### config.mk
export PLATFORM = sky130hd
export DESIGN_NAME = mc_alu
export DESIGN_NICKNAME = d
export VERILOG_FILES = /design/src/rtl/mc_alu.sv
export SDC_FILE = /design/constraint.sdc
export NUM_CORES = 1
export LEC_CHECK = 0
export BUFFER_PORTS_ARGS = -buffer_cell sky130_fd_sc_hd__buf_2
export CAP_MARGIN = 40
export CORE_MARGIN = 2
export CORE_UTILIZATION = 55
export CTS_CLUSTER_DIAMETER = 100
export DETAILED_ROUTE_END_ITERATION = 10
export GPL_ROUTABILITY_DRIVEN = 0
export PLACE_DENSITY = 0.71
export REMOVE_ABC_BUFFERS = 1
export SYNTH_ARGS = -nofsm -noshare
export SYNTH_HDL_FRONTEND = slang
export SYNTH_SLANG_ARGS = --single-unit
### constraint.sdc
create_clock -name clk -period 5.8 [get_ports clk]
set_clock_uncertainty 0.15 [all_clocks]
set_input_delay 0.29 -clock clk [delete_from_list [all_inputs] [get_ports clk]]
set_output_delay 0.29 -clock clk [all_outputs]
set_load 0.02 [all_outputs]
### src/rtl/mc_alu.sv
// Multi-cycle ALU: single-cycle logic/add/sub/slt ops plus an iterative shift-add multiply.
// Optional MC_ALU_MUL_EARLY_EN ends the multiply as soon as the remaining multiplier bits are all zero.
module mc_alu #(
  parameter int WIDTH = 32
) (
  input  logic             clk,
  input  logic             reset,
  input  logic             start,
  input  logic [2:0]       gin,
  input  logic [WIDTH-1:0] a,
  input  logic [WIDTH-1:0] b,
  output logic             busy,
  output logic             done,
  output logic [WIDTH-1:0] result,
  output logic             zero
);
  localparam int CW = $clog2(WIDTH + 1);

  localparam logic [0:0] S_IDLE = 1'b0;
  localparam logic [0:0] S_MUL  = 1'b1;

  logic [0:0]       state_q, state_d;
  logic [WIDTH-1:0] mcand_q, mcand_d;
  logic [WIDTH-1:0] mplier_q, mplier_d;
  logic [WIDTH-1:0] acc_q, acc_d;
  logic [CW-1:0]    cnt_q, cnt_d;
  logic [WIDTH-1:0] result_q, result_d;
  logic             done_q, done_d;

  logic [WIDTH-1:0] comb_res;
  logic [WIDTH-1:0] acc_step;
  logic [WIDTH-1:0] mplier_nx;
  logic [CW-1:0]    cnt_nx;
  logic             mul_fin;

  always_comb begin
    comb_res = '0;
    case (gin)
      3'b010:  comb_res = a + b;
      3'b110:  comb_res = a - b;
      3'b000:  comb_res = a & b;
      3'b001:  comb_res = a | b;
      3'b100:  comb_res = ~(a | b);
      3'b111:  comb_res = {{(WIDTH-1){1'b0}}, ($signed(a) < $signed(b))};
      default: comb_res = '0;
    endcase
  end

  // One shift-add step of the multiply, evaluated every MUL cycle.
  always_comb begin
    acc_step  = acc_q + (mplier_q[0] ? mcand_q : '0);
    mplier_nx = mplier_q >> 1;
    cnt_nx    = cnt_q + CW'(1);
`ifdef MC_ALU_MUL_EARLY_EN
    mul_fin   = (cnt_nx == CW'(WIDTH)) || (mplier_nx == '0);
`else
    mul_fin   = (cnt_nx == CW'(WIDTH));
`endif
  end

  always_comb begin
    state_d  = state_q;
    mcand_d  = mcand_q;
    mplier_d = mplier_q;
    acc_d    = acc_q;
    cnt_d    = cnt_q;
    result_d = result_q;
    done_d   = 1'b0;
    case (state_q)
      S_IDLE: begin
        if (start) begin
          if (gin == 3'b011) begin
            mcand_d  = a;
            mplier_d = b;
            acc_d    = '0;
            cnt_d    = '0;
            state_d  = S_MUL;
          end else begin
            result_d = comb_res;
            done_d   = 1'b1;
          end
        end
      end
      default: begin
        acc_d    = acc_step;
        mcand_d  = mcand_q << 1;
        mplier_d = mplier_nx;
        cnt_d    = cnt_nx;
        if (mul_fin) begin
          result_d = acc_step;
          done_d   = 1'b1;
          state_d  = S_IDLE;
        end
      end
    endcase
  end

  always_ff @(posedge clk) begin
    if (reset) begin
      state_q  <= S_IDLE;
      mcand_q  <= '0;
      mplier_q <= '0;
      acc_q    <= '0;
      cnt_q    <= '0;
      result_q <= '0;
      done_q   <= 1'b0;
    end else begin
      state_q  <= state_d;
      mcand_q  <= mcand_d;
      mplier_q <= mplier_d;
      acc_q    <= acc_d;
      cnt_q    <= cnt_d;
      result_q <= result_d;
      done_q   <= done_d;
    end
  end

  assign busy   = (state_q == S_MUL);
  assign done   = done_q;
  assign result = result_q;
  assign zero   = (result_q == '0);
endmodule

==> results_dict.tcl <==
set metrics [dict create \
    synth-simple-area-share_pct 23.0 \
    postSynthAreaPerCell_um2 7.00 \
    crit_required_ns 5.96 \
    cap_violations 0 \
    synthTopCellsByArea "dfxtp_1 (21%), ha_1 (13%), a21oi_1 (11%), nor2_1 (9.2%), inv_1 (3.3%)" \
    min_to "mplier_q[31]" \
    seq_area_frac_synth_pct 21.5 \
    end_kind "flop" \
    internal_power_mw 1.81 \
    h-tree-depth 4 \
    clkTransAtPathRegs_ns 0.07 \
    final.setup.tns_ns 0 \
    overflow 0 \
    synthCells 1808 \
    power_density_nw_per_um2 203 \
    crit_fanout 8 \
    drt_iter0_markers 1896 \
    core_um2 22600 \
    finalCritPeriodShare_pct 64.9 \
    cts_tree "built" \
    path_class "reg -> reg" \
    track_usage_pct 33.1 \
    swShare_pct 35.5 \
    wirelength_um 41000 \
    ys_warn_count 0 \
    finalSetupViolations 0 \
    post_cts_resized 0 \
    nets 2038 \
    post_cts_buffers 0 \
    synth_xor_area_share_pct 2.77 \
    synth_top_area_share_pct 21.5 \
    design_area_um2 13800 \
    cp-start-kind "flop" \
    p_leak_nw 6.30 \
    num_vias 13600 \
    clock_latency_ns 0.44 \
    place_area_um2 13300 \
    post_synth_num_cell_types 82 \
    grt_pass1_vias 11800 \
    hold_class "in -> reg" \
    peakVddDrop_mv 0.180 \
    worstMarginPinSlew_ns 0.913 \
    die_h_um 156 \
    synth_compound_area_share_pct 30.7 \
    ios 105 \
    synth_mux_area_share_pct 1.32 \
    synth_edf_count 0 \
    cts.path.max_buffers 2 \
    p_sw_mw 0.997 \
    drv_slew 0 \
    ys.flop_type "dfxtp_1" \
    antenna_found_initial 2 \
    yosysMostFrequentCell "nor2_1" \
    worst_hold_slack_ns 0.189 \
    ys_ff_latch 136 \
    routed_via_density 6.37 \
    async_reset_ff_share_pct 0 \
    hold-path-cell-count 5 \
    synth_top_family_by_area "compound AO/OA/AOI/OAI gates" \
    yosysTopAreaCell "dfxtp_1" \
    hold_buffers 0 \
    rsz0062_at_grt "no" \
    drive_gt1_share_pct 9.55 \
    drtAntennaViolNets 0 \
    rr_worst_depth 12 \
    grt_max_degree 76 \
    status "complete, no violations" \
    cp.arrival_ns 3.93 \
    area_growth_pct 9.17 \
    cts_root_buf "clkbuf_16" \
    initial_core_util_pct 55.9 \
    rrSetupSlack_ns 2.03 \
    syn_area_um2 12700 \
    hold_violations 0 \
    place_hpwl_um 30000 \
    synth_fa_ha_area_share_pct 13.8 \
    crit-reg2reg-launch "mplier_q[0]" \
    die_w_um 156 \
    timing.rr.end "result[28]" \
    p_seq_share_pct 35.5 \
    grt_pass1_wl_um 63700 \
    max-slew-margin-rel_pct 38.9 \
    synthTopCellsByCount "nor2_1 (310), a21oi_1 (267), dfxtp_1 (136)" \
    period_needed_ns 3.77 \
    numCtsBuffers 17 \
    max_freq_mhz 265 \
    row_count 55 \
    combPwrFrac_pct 26.3 \
    cts_num_sinks 136 \
    first_pass_iters 6 \
    wl_per_cell_um 19.3 \
    drc 0 \
    min_from "b[31]" \
    dieArea_um2 24300 \
    place.port_buffers 104 \
    power_frac_clock_pct 38.2 \
]
[layout by cell type (no fill, tap or decap), types with 6 or more instances in the layout]
| master | instances |
|---|---|
| a211oi_1 | 30 |
| a31oi_1 | 18 |
| nor2b_1 | 12 |
| buf_2 | 103 |
| nand3_1 | 30 |
| xor2_1 | 14 |
| o2111ai_1 | 10 |
| xnor2_1 | 26 |
| clkbuf_16 | 17 |
| nor2_1 | 309 |
| and3_1 | 16 |
| and2_1 | 33 |
| nor4_1 | 20 |
| a22oi_1 | 6 |
| ha_1 | 135 |
| o21a_1 | 14 |
| or3_1 | 12 |
| o31ai_1 | 12 |
| inv_1 | 113 |
| nand4_1 | 18 |
| nand2_1 | 112 |
| a21o_1 | 36 |
| nand2b_1 | 17 |
| o22ai_1 | 8 |
| a311oi_1 | 15 |
| mux2i_1 | 13 |
| o211ai_1 | 11 |
| o21bai_1 | 17 |
| a21oi_1 | 266 |
| o221ai_1 | 24 |
| buf_4 | 13 |
| nor3_1 | 37 |
| o21ai_0 | 76 |
| dfxtp_1 | 135 |
[cell type report]
cell class	count	area, um^2
Multi-Input combinational cell	1443	9090
Fill cell	2124	8810
Sequential cell	136	2730
Timing Repair Buffer	119	671
Clock buffer	19	433
Inverter	113	424
Tap cell	285	357
Clock inverter	13	123
Antenna cell	1	2.50
[worst max path at each step]
| stage | start | endpoint | slack [ns] | cells after the start |
|---|---|---|---|---|
| floorplan | busy | result[30] | -0.54 | 6 |
| global placement | mplier_q[0] | result[28] | 1.94 | 12 |
| detailed placement | a[13] | result[30] | 2.01 | 12 |
| CTS | mplier_q[0] | result[28] | 2.16 | 12 |
| global route | mplier_q[0] | result[28] | 1.86 | 12 |
| finish | mplier_q[0] | result[28] | 2.03 | 12 |
[logic make-up after synthesis]
logic type | Yosys count
multiplexers | 16
flip-flops | 136
adder cells (fa/ha/maj) | 138
XOR/XNOR | 40
AO/OA/AOI/OAI | 609
AND/OR/NAND/NOR | 640
buffers and inverters | 229
[flip-flops by register name (all words and copies together) (netlist names)]
| name | flops |
|---|---|
| mplier_q | 32 |
| mcand_q | 32 |
| acc_q | 32 |
| busy | 1 |
| done | 1 |
| result | 32 |
| cnt_q | 6 |
[worst max-delay path, cell delays in order (launching register included)]
cell and delay, ns:
dfxtp_1 0.39, and2_1 0.17, ha_1 0.22, fa_1 0.46
a211oi_1 0.40, o21ai_0 0.22, nand4_1 0.20, a31oi_1 0.22
o41ai_1 0.52, o21ai_0 0.14, o21ai_0 0.13, xor2_1 0.26
o221ai_1 0.17
[per-layer routing]
layer	vias up	wire, um	GRT usage, %	share of wire (%)
met5	-	9	0	0.022
met4	2	1250	10.2	3.0
met3	101	4360	6.69	11
met2	752	17000	48.7	41
met1	6230	18500	48.4	45
li1	6479	-	-	-
[power by group through the flow]
stage	sequential, mW	clock, mW	combinational, mW
3_3_place_gp	1.02	0	0.693
6_report	0.996	1.07	0.738
3_5_place_dp	1.02	0	0.708
2_1_floorplan	1.03	0	0.439
5_1_grt	0.998	1.12	0.795
4_1_cts	0.995	1.08	0.712
[per-stage QoR]
step | utilization (%) | power [mW] | cells | worst slack [ns]
floorplan | - | 1.47 | 1692 | -0.541
global placement | 58.3 | 1.71 | 2093 | 1.94
detailed placement | 58.6 | 1.72 | 2096 | 2.01
CTS | 61.1 | 2.79 | 2128 | 2.16
global route | 61.1 | 2.91 | 2128 | 1.86
finish | 61.1 | 2.81 | 2129 | 2.03
Note: power is estimated with default switching activity, not from simulation.
